[src/rtl/uart_rx.sv]
`default_nettype none
// ============================================================================
//  Module      : uart_rx
//  Description : 8N1 UART receiver with 16x oversampling, 2-flop input
//                synchronizer, glitch rejection, break suppression and a
//                small receive FIFO exposed on a valid/ready read port.
//  Revision    : 1.0 - initial release
// ============================================================================
module uart_rx #(
    parameter int CLK_FREQ   = 40_000_000,
    parameter int BAUD       = 115200,
    parameter int FIFO_DEPTH = 8
) (
    input  logic       clk,
    input  logic       rst,
    input  logic       rx,
    output logic [7:0] rd_data,
    output logic       rd_valid,
    input  logic       rd_ready,
    output logic       frame_err,
    output logic       overrun,
    output logic       busy
);

    // Clock cycles per oversampling tick, rounded to nearest.
    localparam int TICK_DIV = (CLK_FREQ + BAUD * 8) / (BAUD * 16);
    localparam int DIV_W    = (TICK_DIV < 2) ? 1 : $clog2(TICK_DIV);
    localparam logic [DIV_W-1:0] DIV_LAST = DIV_W'(TICK_DIV - 1);

    localparam int AW = (FIFO_DEPTH < 2) ? 1 : $clog2(FIFO_DEPTH);
    localparam logic [AW:0] PTR_ONE = (AW + 1)'(1);

    generate
        if (TICK_DIV < 2) begin : g_bad_tick_div
            $error("uart_rx: TICK_DIV must be at least 2 (CLK_FREQ too low for BAUD)");
        end
        if ((FIFO_DEPTH < 2) || ((FIFO_DEPTH & (FIFO_DEPTH - 1)) != 0)) begin : g_bad_depth
            $error("uart_rx: FIFO_DEPTH must be a power of two and at least 2");
        end
    endgenerate

    typedef enum logic [1:0] {
        IDLE  = 2'd0,
        START = 2'd1,
        DATA  = 2'd2,
        STOP  = 2'd3
    } state_t;

    state_t       state;
    state_t       state_nx;

    logic         sync1;
    logic         rx_s;
    logic         armed;
    logic [DIV_W-1:0] div_cnt;
    logic         tick;
    logic [3:0]   tcnt;
    logic [2:0]   bidx;
    logic [7:0]   shreg;

    // FSM strobes
    logic         start_enter;
    logic         start_ok;
    logic         bit_sample;
    logic         stop_sample;

    // FIFO
    logic [7:0]   mem [FIFO_DEPTH];
    logic [AW:0]  wr_ptr;
    logic [AW:0]  rd_ptr;
    logic [AW:0]  wr_ptr_nx;
    logic [AW:0]  rd_ptr_nx;
    logic         fifo_full;
    logic         pop;
    logic         room;
    logic         push;
    logic [7:0]   head_nx;

    // Two-flop synchronizer for the asynchronous line; idles high out of reset.
    always_ff @(posedge clk) begin
        if (rst) begin
            sync1 <= 1'b1;
            rx_s  <= 1'b1;
        end else begin
            sync1 <= rx;
            rx_s  <= sync1;
        end
    end

    // Oversampling divider, realigned to the start edge so sampling is centred.
    always_ff @(posedge clk) begin
        if (rst) begin
            div_cnt <= '0;
        end else if (start_enter || (div_cnt == DIV_LAST)) begin
            div_cnt <= '0;
        end else begin
            div_cnt <= div_cnt + 1'b1;
        end
    end

    assign tick = (div_cnt == DIV_LAST);

    // State register.
    always_ff @(posedge clk) begin
        if (rst) begin
            state <= IDLE;
        end else begin
            state <= state_nx;
        end
    end

    // Next-state logic and single-cycle datapath strobes.
    always_comb begin
        state_nx    = state;
        start_enter = 1'b0;
        start_ok    = 1'b0;
        bit_sample  = 1'b0;
        stop_sample = 1'b0;
        case (state)
            IDLE: begin
                if (armed && !rx_s) begin
                    state_nx    = START;
                    start_enter = 1'b1;
                end
            end
            START: begin
                // Mid start bit: a high line here was only a glitch.
                if (tick && (tcnt == 4'd7)) begin
                    if (rx_s) begin
                        state_nx = IDLE;
                    end else begin
                        state_nx = DATA;
                        start_ok = 1'b1;
                    end
                end
            end
            DATA: begin
                if (tick && (tcnt == 4'd15)) begin
                    bit_sample = 1'b1;
                    if (bidx == 3'd7) begin
                        state_nx = STOP;
                    end
                end
            end
            STOP: begin
                // Returning to IDLE mid stop bit leaves half a bit of margin
                // for a back-to-back start edge.
                if (tick && (tcnt == 4'd15)) begin
                    stop_sample = 1'b1;
                    state_nx    = IDLE;
                end
            end
            default: begin
                state_nx = IDLE;
            end
        endcase
    end

    // Tick counter within the current bit, cleared at start entry and data entry.
    always_ff @(posedge clk) begin
        if (rst) begin
            tcnt <= 4'd0;
        end else if (start_enter || start_ok) begin
            tcnt <= 4'd0;
        end else if (tick) begin
            tcnt <= tcnt + 4'd1;
        end
    end

    // Data bit index and LSB-first shift register.
    always_ff @(posedge clk) begin
        if (rst) begin
            bidx  <= 3'd0;
            shreg <= 8'h00;
        end else if (start_ok) begin
            bidx  <= 3'd0;
        end else if (bit_sample) begin
            bidx  <= bidx + 3'd1;
            shreg <= {rx_s, shreg[7:1]};
        end
    end

    // Armed once the line is seen high; a framing error disarms so a held
    // break does not retrigger reception.
    always_ff @(posedge clk) begin
        if (rst) begin
            armed <= 1'b0;
        end else if (stop_sample && !rx_s) begin
            armed <= 1'b0;
        end else if (rx_s) begin
            armed <= 1'b1;
        end
    end

    assign busy = (state != IDLE);

    // FIFO control: a same-cycle pop frees a slot for the incoming byte.
    assign pop       = rd_valid && rd_ready;
    assign fifo_full = (wr_ptr[AW] != rd_ptr[AW]) &&
                       (wr_ptr[AW-1:0] == rd_ptr[AW-1:0]);
    assign room      = !fifo_full || pop;
    assign push      = stop_sample && rx_s && room;
    assign wr_ptr_nx = push ? (wr_ptr + PTR_ONE) : wr_ptr;
    assign rd_ptr_nx = pop  ? (rd_ptr + PTR_ONE) : rd_ptr;

    // A push lands on the next head slot only when the FIFO is empty after
    // the pop, so the incoming byte is forwarded straight to the head register.
    assign head_nx = (push && (wr_ptr[AW-1:0] == rd_ptr_nx[AW-1:0])) ?
                     shreg : mem[rd_ptr_nx[AW-1:0]];

    // FIFO storage write port.
    always_ff @(posedge clk) begin
        if (push) begin
            mem[wr_ptr[AW-1:0]] <= shreg;
        end
    end

    // Pointers, registered read port and status pulses.
    always_ff @(posedge clk) begin
        if (rst) begin
            wr_ptr    <= '0;
            rd_ptr    <= '0;
            rd_valid  <= 1'b0;
            rd_data   <= 8'h00;
            frame_err <= 1'b0;
            overrun   <= 1'b0;
        end else begin
            wr_ptr    <= wr_ptr_nx;
            rd_ptr    <= rd_ptr_nx;
            rd_valid  <= (wr_ptr_nx != rd_ptr_nx);
            rd_data   <= head_nx;
            frame_err <= stop_sample && !rx_s;
            overrun   <= stop_sample && rx_s && !room;
        end
    end

endmodule
`default_nettype wire

[config.mk]
export PLATFORM = sky130hd
export DESIGN_NAME = uart_rx
export DESIGN_NICKNAME = d
export VERILOG_FILES = /design/src/rtl/uart_rx.sv
export SDC_FILE = /design/constraint.sdc
export NUM_CORES = 1
export LEC_CHECK = 0
export BUFFER_PORTS_ARGS = -buffer_cell sky130_fd_sc_hd__buf_4
export CORE_ASPECT_RATIO = 1.5
export CORE_UTILIZATION = 60
export DETAILED_ROUTE_END_ITERATION = 10
export PLACE_DENSITY = 0.74
export SYNTH_ARGS = -nofsm -noshare
export SYNTH_HDL_FRONTEND = slang
export SYNTH_SLANG_ARGS = --single-unit
[constraint.sdc]
create_clock -name clk -period 3 [get_ports clk]
set_clock_uncertainty 0.05 [all_clocks]
set_input_delay 0.6 -clock clk [delete_from_list [all_inputs] [get_ports clk]]
set_output_delay 0.6 -clock clk [all_outputs]
set_load 0.02 [all_outputs]
# Word-level counts from Yosys, hierarchy flattened

Memory sizes are Yosys's and may differ from the RTL's. A register that Yosys moved wholly into a read port is not among the register bits.
Index checks and enable logic that the tools add are counted.

Register bits after elaboration: 36
Bits in writable memories: 64
Bits of input ports: 4
Output and inout port bits: 12
Logic and storage cells: 77
Memories kept: 1

Add/sub/neg operators: 5
Equality and inequality tests: 15
Mux-type cells: 19
Bitwise logic cells: 1
Reduce and logical (&&, ||, !) cells: 23

Memories:

| memory | depth | bits a word | read ports | clocked after Yosys merged registers in | wr ports | line | text |
|---|---|---|---|---|---|---|---|
| mem    | 8     | 8           | 1          | 1                                       | 1        | 68   | `logic [7:0] mem [FIFO_DEPTH];` |

Operators by type and width:

| cell                                                            | count |
|---|---|
| 4-bit by 1-bit adder with 4-bit output, second input constant   | 3 |
| 2-bit 2-to-1 mux                                                | 6 |
| 1-bit 2-to-1 mux                                                | 10 |
| 2-bit inequality test, second input constant                    | 5 |
| 1-bit logical AND                                               | 9 |
| 4-bit 2-to-1 mux                                                | 2 |
| 2-bit case mux with 4 select lines                              | 1 |
| 2-bit OR reduction                                              | 4 |
| 5-bit by 1-bit adder with 5-bit output, second input constant   | 1 |
| 5-bit == test, second input constant                            | 1 |
| 5-bit AND reduction                                             | 1 |
| 2-bit == test, second input constant                            | 2 |
| 4-bit by 3-bit == test with 1-bit output, second input constant | 1 |
| 4-bit == test, second input constant                            | 1 |
| 4-bit inequality test                                           | 1 |
| 3-bit by 1-bit adder with 3-bit output, second input constant   | 1 |
| 3-bit == test                                                   | 1 |
| 3-bit == test, second input constant                            | 1 |
| 1-bit logical NOT                                               | 3 |
| 1-bit logical OR                                                | 3 |
| 2-bit by 1-bit == test with 1-bit output, second input constant | 1 |
| 2-bit logical NOT                                               | 1 |
| 2-bit AND reduction                                             | 1 |
| 2-bit nonzero test                                              | 1 |
| 2 further kinds                                                 | 2 |

# Depth between registers and ports, before layout

Gate-level depths: netlist (run 1).

Word-level depth: 8
Gate-level depth with buffers: 9
Depth with buffers taken out: 7

# Worst setup path before layout (run 1)

Ideal clock, no wire load.

Path type: flip-flop to flip-flop
Start: register div_cnt[0]
End: memory mem[3][0] (enable)
Setup time: 383 ps
Data arrival time: 2,127 ps
Data required time: 2,567 ps
Setup slack: 440 ps
Stages on the path, launching flop included: 7
Path buffers: 1
Clock period less this slack: 2,560 ps
Cell sequence: dfxtp_1 ha_1 nand4b_1 or2_1 clkbuf_1 or3_4 nor3_1

Longest elaborated chain between the ends: 8

RTL lines:

| element                                | line | text |
|---|---|---|
| start: declaration                     | 55   | `logic [DIV_W-1:0] div_cnt;` |
| start signal: assignment               | 97   | `div_cnt <= div_cnt + 1'b1;` |
| 5-bit == test                          | 101  | `assign tick = (div_cnt == DIV_LAST);` |
| 1-bit logical AND                      | 148  | `if (tick && (tcnt == 4'd15)) begin` |
| 1-bit 2-to-1 mux                       | 148  |  |
| 1-bit 2-to-1 mux                       | 119  | `case (state)` |
| 1-bit logical AND (2 in series)        | 202  | `assign push = stop_sample && rx_s && room;` |
| 1-bit 2-to-1 mux                       | 213  | `if (push) begin` |
| 1-bit 2-to-1 mux (implied by the code) | 214  | `mem[wr_ptr[AW-1:0]] <= shreg;` |
| end: declaration                       | 68   |  |

Every way passes these cells.

# Final worst setup path (run 1)

Start: register div_cnt[0]
End: memory mem[1][4] (enable)

The elaborated chain is that of the path after synthesis.

==> results.txt, run 1 <==
The leading register cell type out of synthesis is sky130_fd_sc_hd__edfxtp_1. For this design, the slowest cell found on the critical path is sky130_fd_sc_hd__nor4b_4. The area growth from synthesis to layout is 10.4%. At the worst endpoint, the required time is 2.96 ns.

The maximum clock frequency came out at 0.396 GHz. The number of antenna violations at the first check in global routing is 0. After synthesis, the cell types taking the most area are sky130_fd_sc_hd__edfxtp_1 (42%), sky130_fd_sc_hd__dfxtp_1 (19%), sky130_fd_sc_hd__mux4_2 (4.9%). The clock period minus worst slack came out at 2.53 ns. The post-synthesis sequential element count is 108. The xor and xnor area share after synthesis came out at 0.0606.

The async set-or-reset flop fraction in the synthesized netlist is 0. Traced cell by cell, the critical path runs through ha_1, nand4b_1, or2_1, or3_4, nor4b_4. The multiplexer share of the synthesized area came out at 0.126.

The initialized floorplan defines 38 standard-cell rows. Once the clock tree was built, the setup fixing pass inserted 0 buffers. Across all register-to-register paths, the minimum setup slack is 0.47 ns. The worst hold path belongs to the class in2reg.

The sequential element share of the synthesized area came out at 0.614. The first global-routing pass estimated 12.8 mm of wire. In this run the tool buffered the top-level ports with 15 buffer cells. The count of maximum capacitance violations is 0. The standard cell core area is 7320 um2.

The routability-driven placement congestion ratio came out at 0.780. The hold buffer count at CTS is 0. Counting every instance in the synthesized netlist gives 311. The startpoint identified for the worst hold timing path is rx. The category of the worst setup path capture point is a register. The number of enable flip-flop cells after synthesis came out at 64. The repair_antennas step left the layout with diodes totalling 0. The critical path is of the reg2reg type. The count of pins over their slew limit is 0.

The die area came out at 7970 um2. IR analysis of the VDD net gives a maximum drop of 0.316 mV. The arrival time of data at the critical path endpoint came out at 2.49 ns.

The simple-gate share of the synthesized area came out at 0.0978. The buffer cell driving the clock tree root is sky130_fd_sc_hd__clkbuf_8. The biggest area contributor in the post-synthesis netlist is sky130_fd_sc_hd__edfxtp_1. The number of violations reported at the end of detailed-routing iteration 0 came out at 180. At the later pin of the worst-skew pair, clock insertion delay measures 0.37 ns.

The slew at the pin with the worst max-slew slack is 0.558 ns. The total number of vias is 2540. TritonCTS built the clock tree. The average wire per cell in the routed design is 18.2 um. The post-detailed-route DRC marker count is 0. By count the netlist is led by sky130_fd_sc_hd__edfxtp_1 (64), sky130_fd_sc_hd__dfxtp_1 (44), sky130_fd_sc_hd__nor2_1 (28). The startpoint identified for the worst register-to-register timing path is div_cnt[0]. The setup TNS is 0 ns. The largest stage delay on the critical path is 0.51 ns. The ratio of final minimum period to clock period is 0.842.

The pre-antenna-repair detailed-routing pass consisted of 4 iterations. The flow ran to the end, and the final reports show no timing, DRC or antenna violations. The number of nets produced by synthesis came out at 322.

Entering global routing, the biggest net connects 25 pins. The worst hold path passes through 2 cells. For hold timing, the worst endpoint is sync1. The clock slew at the register clock pins of the worst setup and hold paths came out at 0.10 ns. The total leakage power is 1.84 nW. The final hold violation count was 0. The number of buffers on the longest clock path came out at 2. The net total in the final layout came out at 346. Counting cells, the worst reg-to-reg path comes to 5. The post-DP HPWL came out at 5.52 mm. The share of the synthesized area in compound gates (AO/OA/AOI/OAI) was 0.0586. The share of synthesized area in the top cell type comes to 0.421. The ratio of routed vias to standard cells came out at 5.77. The post-synthesis adder-cell area fraction came out at 0.0192. The proportion of layout cells with a drive suffix above 1 came out at 0.215. For this design the ratio of total power to cell area is 502 nW/um2. The post-CTS resize count is 0. The total congestion overflow is 0.

The post-synth design cell area came out at 4570 um2. The maximum fanout encountered on the critical timing path is 8. For this configuration, the core starts out at a cell density of 0.624.

During I/O placement, the number of pins put on the boundary was 16. The number of global-route vias before repair is 2565. The setup violation total in the final timing report is 0.

The global-route total usage across every layer is 0.227. The count of clock tree sinks is 108. The total CTS buffers is 9.

The most instantiated library cell after synthesis is sky130_fd_sc_hd__edfxtp_1. Synthesis instantiated 53 different standard cells from the library. The post-synthesis area per instance is 14.7 um2.

The CTS H-tree depth is 3. The die outline width came out at 73.2 um. In this run the remaining antenna-violating nets after routing total 0. The kind of launch point of the worst setup path is a register. The Yosys warning count came out at 0.

The final layout contains routed wiring with a total length of 8.01 mm. In this run the critical register-to-register path is captured at mem[1][4]. The headroom to the max-slew limit is 0.626. The height of the chip came out at 109 um. The final cell utilization of the core came out at 0.688.

After synthesis, the largest family of logic cells by area is multiplexers. Setup repair after global routing left no endpoint under its margin.
## flip-flops by register name, indices dropped and copies added (netlist names), 3 cells and up, named ones only
register	count
rd_data	8
bidx	3
rd_ptr	4
shreg	8
mem	64
wr_ptr	4
tcnt	4
div_cnt	5
## where the power goes
group          total [mW]  internal (mW)  switching (mW)  leakage (nW)
Combinational      0.0412         0.0162          0.0250         0.778
Clock               0.922          0.441           0.481         0.112
Sequential           1.57           1.56         0.00648         0.951
Total                2.53           2.02           0.512          1.84
## worst max-delay path, delay by kind of cell (launching register included)
kind	cells	cell delay, ns
adders and majority gates	1	0.18
DFF	1	0.39
and+or+nand+nor	4	1.56
## per-stage QoR
step           std cells  cell area (um2)  hold slack [ns]  total power [mW]  setup slack, ns
2_1_floorplan        311             4570            0.339              1.63            0.440
3_3_place_gp         424             4820            0.351              1.64            0.463
3_5_place_dp         424             4820            0.343              1.64            0.399
4_1_cts              440             5040            0.339              2.56            0.453
5_1_grt              440             5040            0.343              2.61            0.275
6_report             440             5040            0.362              2.53            0.474
## logic make-up (layout without fill, tap and decap cells)
group / Yosys count / in the layout
flops: 108 / 108
simple gates: 79 / 79
fa+ha+maj: 7 / 7
xor+xnor: 22 / 22
mux: 35 / 35
buf+inv: 22 / 51
compound gates: 38 / 38
## cell usage in the layout, fill, tap and decap left out, types with 2 or more instances in the layout
master                     Yosys  final
sky130_fd_sc_hd__o211ai_1      4      4
sky130_fd_sc_hd__mux4_1        6      6
sky130_fd_sc_hd__dfxtp_1      44     44
sky130_fd_sc_hd__xor2_1       10     10
sky130_fd_sc_hd__nor3_2        2      2
sky130_fd_sc_hd__nand2_1       8      8
sky130_fd_sc_hd__xnor2_1       5      5
sky130_fd_sc_hd__ha_1          7      7
sky130_fd_sc_hd__and3_1        3      3
sky130_fd_sc_hd__clkinv_4      0      2
sky130_fd_sc_hd__and2_1        2      2
sky130_fd_sc_hd__a21oi_1      13     13
sky130_fd_sc_hd__nor4_2        2      2
sky130_fd_sc_hd__clkbuf_8      0      9
sky130_fd_sc_hd__xnor3_1       2      2
sky130_fd_sc_hd__o21ai_0       3      3
sky130_fd_sc_hd__xnor2_2       3      3
sky130_fd_sc_hd__nor4_1        2      2
sky130_fd_sc_hd__nor3_1        4      4
sky130_fd_sc_hd__edfxtp_1     64     64
sky130_fd_sc_hd__mux2i_1      19     19
sky130_fd_sc_hd__nor2_1       28     28
sky130_fd_sc_hd__nand3_1       9      9
sky130_fd_sc_hd__or2_2         2      2
sky130_fd_sc_hd__nand4_1       2      2
sky130_fd_sc_hd__or2_1         3      3
sky130_fd_sc_hd__buf_4         4     28
sky130_fd_sc_hd__mux4_2       10     10
sky130_fd_sc_hd__o21ai_1       2      2
sky130_fd_sc_hd__o31ai_1       8      8
sky130_fd_sc_hd__inv_1         7      7
sky130_fd_sc_hd__nor2b_1       2      2
## metal layers
| layer | global-route usage | wire, um | up-vias |
|---|---|---|---|
| met5 | 0 | 0 | - |
| met4 | 0.132 | 221 | 0 |
| met3 | 0.0508 | 292 | 18 |
| met2 | 0.392 | 4300 | 53 |
| met1 | 0.255 | 3200 | 1246 |
| li1 | - | - | 1223 |
## worst max path at each step
stage,cells after the start,endpoint,slack [ns],startpoint
3_5_place_dp,6,mem[1][3],0.40,rd_ready
6_report,5,mem[1][4],0.47,div_cnt[0]
5_1_grt,5,mem[1][6],0.27,div_cnt[0]
2_1_floorplan,6,mem[3][0],0.44,div_cnt[0]
4_1_cts,5,mem[1][7],0.45,div_cnt[0]
3_3_place_gp,6,mem[1][4],0.46,rd_ready
## area by class of cell
cell class / instances / area (um2)
inverters: 7 / 26.3
clock buffers: 10 / 149
flip-flops and latches: 108 / 2800
well taps: 100 / 125
fillers: 533 / 2280
clock inverters: 6 / 67.6
multi-input cells: 181 / 1660
repair buffers: 28 / 210
(Power assumes the default switching activity.)
==> inputs of run 2 (changes only) <==
==> constraint.sdc (replaced) <==
create_clock -name clk -period 2.6 [get_ports clk]
set_clock_uncertainty 0.05 [all_clocks]
set_input_delay 0.52 -clock clk [delete_from_list [all_inputs] [get_ports clk]]
set_output_delay 0.52 -clock clk [all_outputs]
set_load 0.02 [all_outputs]
==> run 2 against run 1 <==
- via count up 1.3%
- final cell count up 0.68%
- fmax up 11%
- first-iteration DRC count down 19%
- worst hold slack worse by 0.080 ns
- clock power up 3.9%
- sequential power up 15%
- critical path depth up 1
- core utilization up 0.15 points
- die area unchanged
- highest routed layer unchanged
==> results.txt, run 2 (synthesized netlist as in run 1, its figures left out) <==
The most crowded layer after global routing is met2. The headroom to the max-slew limit came out at 0.668. The first-pass GRT wire length is 13.1 mm.

Leaving out fill and tap cells, the most frequent cell in the layout is sky130_fd_sc_hd__edfxtp_1. In the layout the commonest cells are sky130_fd_sc_hd__edfxtp_1 (64), sky130_fd_sc_hd__dfxtp_1 (44), sky130_fd_sc_hd__buf_4 (31). STA puts the critical path data arrival time at 2.31 ns. The largest stage delay on the critical path came out at 0.44 ns. The die is 73.2 um wide. The post-layout total power came out at 2.81 mW. The buffer cell driving the clock tree root is sky130_fd_sc_hd__clkbuf_8.

The standard cell core area is 7320 um2. The maximum fanout encountered on the critical timing path is 8. The number of violations reported at the end of detailed-routing iteration 0 came out at 145. The startpoint of the most critical setup path is tcnt[0]. The average wire per cell in the routed design is 18.6 um. The total CTS buffers came out at 9. The clock slew at the register clock pins of the worst setup and hold paths is 0.09 ns. The met1 capacity usage during global routing came out at 0.265.

The global-route total usage across every layer is 0.233. The kind of launch point of the worst setup path is a register. The number of rows created at floorplan is 38. CTS saw 108 sinks. The critical setup path kind is reg2reg. The number of diodes added for antenna fixing is 0. The detailed-router iteration count before antenna repair is 5. The routability-driven placement congestion ratio came out at 0.794. The number of global-route vias before repair came out at 2565. Setup repair after global routing left no endpoint under its margin. The critical path goes through ha_1, nand3_1, or2_1, or3_4, nor4b_4, buf_4. The net total in the final layout is 350. The count of pins over their slew limit came out at 0.

The final cell utilization of the core came out at 0.690. The data required time at the worst endpoint came out at 2.64 ns. The category of the worst setup path capture point is a register. The met2 usage in global routing came out at 0.417. The internal reg-to-reg setup slack came out at 0.32 ns. In this run the most critical hold path is launched from rx.

The floorplan step defined a die boundary enclosing 7970 um2. The post-route cell area came out at 5050 um2. The placed instance area came out at 4860 um2. The setup TNS is 0 ns. The setup violation total in the final timing report came out at 0.

The number of post-CTS setup repair buffers came out at 0. The ratio of final minimum period to clock period came out at 0.875. The path type of the worst min-delay path is in2reg. The ratio of routed vias to standard cells came out at 5.81. The final hold violation count is 0. TritonCTS built the clock tree.

The number of input and output port buffers inserted is 15. The slew at the pin with the worst max-slew slack is 0.497 ns. The post-CTS resize count is 0. The power density of the placed cells is 557 nW/um2. The largest net degree at the start of global routing came out at 25. In this run the remaining antenna-violating nets after routing total 0.

The number of antenna violations at the first check in global routing came out at 0. The met3 usage in global routing is 0.0388. The total leakage power came out at 1.85 nW. The worst voltage drop across the vdd grid is 0.324 mV.

The post-DP HPWL came out at 5.76 mm. The clock period minus worst slack is 2.28 ns. The launch point of the worst reg-to-reg path is tcnt[0]. The number of buffers on the longest clock path is 2. The total number of vias is 2572.

The hold buffer count at CTS came out at 0. The I/O pin total is 16. The CTS H-tree depth came out at 3. The minimum hold slack came out at 0.282 ns. The later-pin clock latency in the skew report came out at 0.37 ns. The number of filler instances in the final layout came out at 543. Wires add up to 8.23 mm. The height of the chip came out at 109 um. The initial utilization of the core area, before any placement, comes to 0.624. In the final layout, the share of cells above drive strength 1 is 0.219. The layout overhead on the synthesized area came out at 10.6%.

The count of maximum capacitance violations came out at 0. The flow ran to the end, and the final reports show no timing, DRC or antenna violations. The maximum clock frequency is 0.439 GHz. The total congestion overflow came out at 0. The post-detailed-route DRC marker count came out at 0. The flip-flop count of the largest register after layout came out at 64. The cell with the largest stage delay on the worst path is sky130_fd_sc_hd__or3_4.
## run 2: through the flow
stage,instances,setup WS (ns)
5_1_grt,443,0.223
3_5_place_dp,428,0.253
2_1_floorplan,311,0.0398
4_1_cts,443,0.340
3_3_place_gp,428,0.294
6_report,443,0.324
## run 2: final timing paths
check                            endpoint  depth (start not counted)
worst max-delay path            mem[1][0]                          6
worst max register to register  mem[1][0]                          6
worst min register to register       rx_s                          1
worst min-delay path                sync1                          2
## run 2: where the power goes
group,switching (mW),internal [mW]
Clock,0.550,0.408
Combinational,0.0290,0.0187
Sequential,0.00801,1.80
## run 2: per-layer routing
metal / part of all wire / wire length [um]
met1: 0.40 / 3270
met2: 0.55 / 4540
met3: 0.029 / 242
met4: 0.022 / 185
met5: 0 / 0
## run 2: cell type report
| cell class | instances | area (um2) | area share |
|---|---|---|---|
| sequential | 108 | 2800 | 0.555 |
| clock inverter | 4 | 32.5 | 0.00644 |
| inverter | 7 | 26.3 | 0.00520 |
| tap | 100 | 125 | 0.0248 |
| multi-input combinational | 181 | 1660 | 0.328 |
| timing repair buffer | 32 | 253 | 0.0500 |
| clock buffer | 11 | 153 | 0.0302 |
## run 2: worst max-delay path: cells and delay by family, from the launching register on
family,cells,cell delay (ns)
buf+inv,1,0.21
fa+ha+maj,1,0.20
flops,1,0.39
simple gates,4,1.15
==> inputs of run 3 (changes only) <==
--- a/config.mk
+++ b/config.mk
@@ -5,6 +5,7 @@
 export SDC_FILE = /design/constraint.sdc
 export NUM_CORES = 1
 export LEC_CHECK = 0
+export ABC_AREA = 1
 export BUFFER_PORTS_ARGS = -buffer_cell sky130_fd_sc_hd__buf_4
 export CORE_ASPECT_RATIO = 1.5
 export CORE_UTILIZATION = 60
==> run 3 against run 2 <==
- count of clock-buffer cells in the layout is 1 higher
- via count is 28% higher
- synthesized cell count is 51% higher
- first-iteration DRC count is 100% higher
- setup slack worse by 0.036 ns
- routed wire length is 12% higher
- critical path depth is 2 higher
- critical path type unchanged
- critical endpoint is now mem[7][1]
- highest routed layer unchanged
==> results.txt, run 3 <==
Setup repair after global routing left no endpoint under its margin. The number of diodes added for antenna fixing came out at 0. The CTS H-tree depth is 3. The count of pins over their slew limit is 0. Across the VDD grid, the largest voltage drop is 0.466 mV. The Yosys warning count came out at 0. The post-layout total power came out at 2.82 mW. The ratio of final minimum period to clock period came out at 0.889. The worst setup path is captured at a register. The count of clock tree sinks came out at 108.

The setup violation total in the final timing report came out at 0. Summing all placed instances gives a cell area of 4850 um2. The number of buffers and inverters on the critical path is 1. The height of the chip is 109 um.

For this block, the initial DRC count from the detailed router was 294. The number of rows created at floorplan came out at 38. The number of input and output port buffers inserted is 15.

In this run, placement finished with an instance count of 584. The largest individual stage delay along the critical path comes from the cell sky130_fd_sc_hd__nor2_1. OpenSTA, run right after detailed placement, puts the worst setup slack at 0.0738 ns.

The first-pass GRT wire length came out at 14.6 mm. For this run, the top clock speed supported by timing is 0.433 GHz. The setup TNS came out at 0 ns. TritonCTS built the clock tree. The final cell utilization of the core came out at 0.690.

Detailed placement finished with a half-perimeter wire length of 6.42 mm. The sequential element share of the synthesized area came out at 0.611. The I/O pin total is 16. The post-detailed-route DRC marker count is 0. The die area is 8000 um2.

The largest net degree at the start of global routing came out at 34. The global-route total usage across every layer came out at 0.253. Leaving out fill and tap cells, the most frequent cell in the layout is sky130_fd_sc_hd__nand2_1. The library cells used most frequently in the layout, excluding fill and tap cells, are sky130_fd_sc_hd__nand2_1 (134), sky130_fd_sc_hd__nand3_1 (64), sky130_fd_sc_hd__edfxtp_1 (64).

The post-synthesis area per instance is 9.73 um2. For this configuration, the core starts out at a cell density of 0.626. Counting instances in the post-synthesis netlist gives the leading cell types as sky130_fd_sc_hd__nand2_1 (134), sky130_fd_sc_hd__edfxtp_1 (64), sky130_fd_sc_hd__nand3_1 (64). The number of global-route vias before repair was 3099.

The setup path with the least slack is of type reg2reg. The ratio of routed vias to standard cells is 5.50. The number of enable flip-flop cells after synthesis is 64. The largest stage delay on the critical path is 0.55 ns.

Routability-driven placement finished with a final weighted congestion of 0.864. The count of maximum capacitance violations came out at 0. The clock period could shrink to 2.31 ns. The critical path's top delay family is simple AND/OR/NAND/NOR gates. The proportion of layout cells with a drive suffix above 1 is 0.134. The later-pin clock latency in the skew report came out at 0.36 ns. On the final layout, the worst hold slack is 0.289 ns. The power density of the placed cells came out at 558 nW/um2. The flow ran to the end, and the final reports show no timing, DRC or antenna violations. At the worst endpoint, the required time is 2.54 ns. The total CTS buffers is 9. The total number of vias came out at 3300.

The standard cell core area came out at 7320 um2. The average wire per cell in the routed design is 15.3 um. Walking the worst path, the cells encountered are ha_1, nand2_2, nor2_8, nand3_4, nor2_8, nand2_4, buf_4, nor2_1.

By area the synthesized netlist is led by sky130_fd_sc_hd__edfxtp_1 (42%), sky130_fd_sc_hd__dfxtp_1 (19%), sky130_fd_sc_hd__nand2_1 (11%). The biggest area contributor in the post-synthesis netlist is sky130_fd_sc_hd__edfxtp_1. The distinct cell type count after synthesis came out at 33.

Clock-pin slew was measured on the worst setup and hold paths at 0.09 ns. The number of antenna violations at the first check in global routing is 0. The slew at the pin with the worst max-slew slack is 0.709 ns. The cell repeated most along the worst path is sky130_fd_sc_hd__nor2_8. The share of synthesized area in the top cell type comes to 0.419. The final standard cell count with taps included and fillers excluded came out at 600.

Measured along the x axis, the die boundary spans 73.4 um. The synthesized netlist occupies a cell area of 4580 um2. The cell depth of the worst setup path is 8.

After synthesis, the share of flip-flops with an asynchronous set or reset is 0. Of all nets on the critical path, the largest fanout is 9. The first TritonRoute pass finished after 6 iterations.

The worst hold path depth came out at 2. The register with the most flip-flops in the layout has 64 of them. For this run, the post-layout net count is 506. The total congestion overflow is 0.

The number of buffers on the longest clock path is 2. The post-synthesis sequential element count is 108. The path class of the tightest hold or removal check is in2reg. In the post-synthesis netlist, the cell with the most instances is sky130_fd_sc_hd__nand2_1. Relative to the synthesized area, the layout overhead comes to 10.2%. In the synthesized netlist, the number of instances is 471.

The post-route cell area is 5050 um2. The root buffer cell chosen for the clock tree is sky130_fd_sc_hd__clkbuf_8. The minimum setup slack in the final design is 0.288 ns. The internal reg-to-reg setup slack came out at 0.29 ns. The length in cells of the worst reg-to-reg path came out at 8.

At the worst endpoint, the arrival time is 2.26 ns. The kind of launch point of the worst setup path is a register. The total leakage power is 2.07 nW. The number of post-CTS setup repair buffers is 0. The wire length after detailed routing came out at 9.19 mm. The headroom to the max-slew limit is 0.525. The remaining number of nets flagged by the antenna check after routing came out at 0. The final hold violation count was 0. The leading register cell type out of synthesis is sky130_fd_sc_hd__edfxtp_1. The number of nets produced by synthesis is 482.
[run 3: cell count changes after synthesis, sizes merged, moves of 5 or more]
cell   change
nand2    +131
nand3     +56
inv       +20
mux2i     -19
mux4      -16
nor2      +11
o31ai      -8
a21oi      +7
o21ai      +5
xnor2      -5
[run 3: kinds of logic (layout without fill, tap and decap cells)]
kind of cell | Yosys count | count (layout) | share of synthesized area
buffers and inverters | 45 | 74 | 0.0409
flip-flops | 108 | 108 | 0.611
AND/OR/NAND/NOR | 265 | 265 | 0.263
AO/OA/AOI/OAI | 33 | 33 | 0.0404
XOR/XNOR | 13 | 13 | 0.0248
adder cells (fa/ha/maj) | 7 | 7 | 0.0191
[run 3: cell type report]
cell class	instances	area, um2
Sequential cell	108	2800
Tap cell	100	125
Timing Repair Buffer	29	218
Inverter	29	109
Fill cell	593	2270
Clock buffer	12	166
Multi-Input combinational cell	318	1610
Clock inverter	4	21.3
[run 3: layer usage]
layer / track usage / part of all wire / vias up / routed length [um]
li1: - / - / 1633 / -
met5: 0 / 0 / - / 0
met1: 0.279 / 0.39 / 1533 / 3560
met3: 0.0499 / 0.046 / 32 / 424
met2: 0.444 / 0.52 / 102 / 4810
met4: 0.151 / 0.043 / 0 / 398
[run 3: path summary, 6_finish.rpt]
kind                    from         to
setup reg to reg  div_cnt[0]  mem[7][1]
hold / removal            rx      sync1
hold reg to reg        sync1       rx_s
setup / recovery  div_cnt[0]  mem[7][1]
[run 3: worst reg2reg max path, delay by kind of cell, from the launching register on]
family / cells / cell delay (ns)
and+or+nand+nor: 6 / 1.15
DFF: 1 / 0.39
adders and majority gates: 1 / 0.18
buffers and inverters: 1 / 0.17
[run 3: power by group]
| part | switching, mW | internal [mW] |
|---|---|---|
| registers | 0.0110 | 1.80 |
| clock network | 0.527 | 0.430 |
| logic | 0.0331 | 0.0189 |
| total | 0.571 | 2.25 |
[run 3: repair_timing]
item / in CTS / in global routing
gates resized for setup: 0 / 3
endpoints found under the setup margin: 0 / 24
hold buffers: 0 / 0
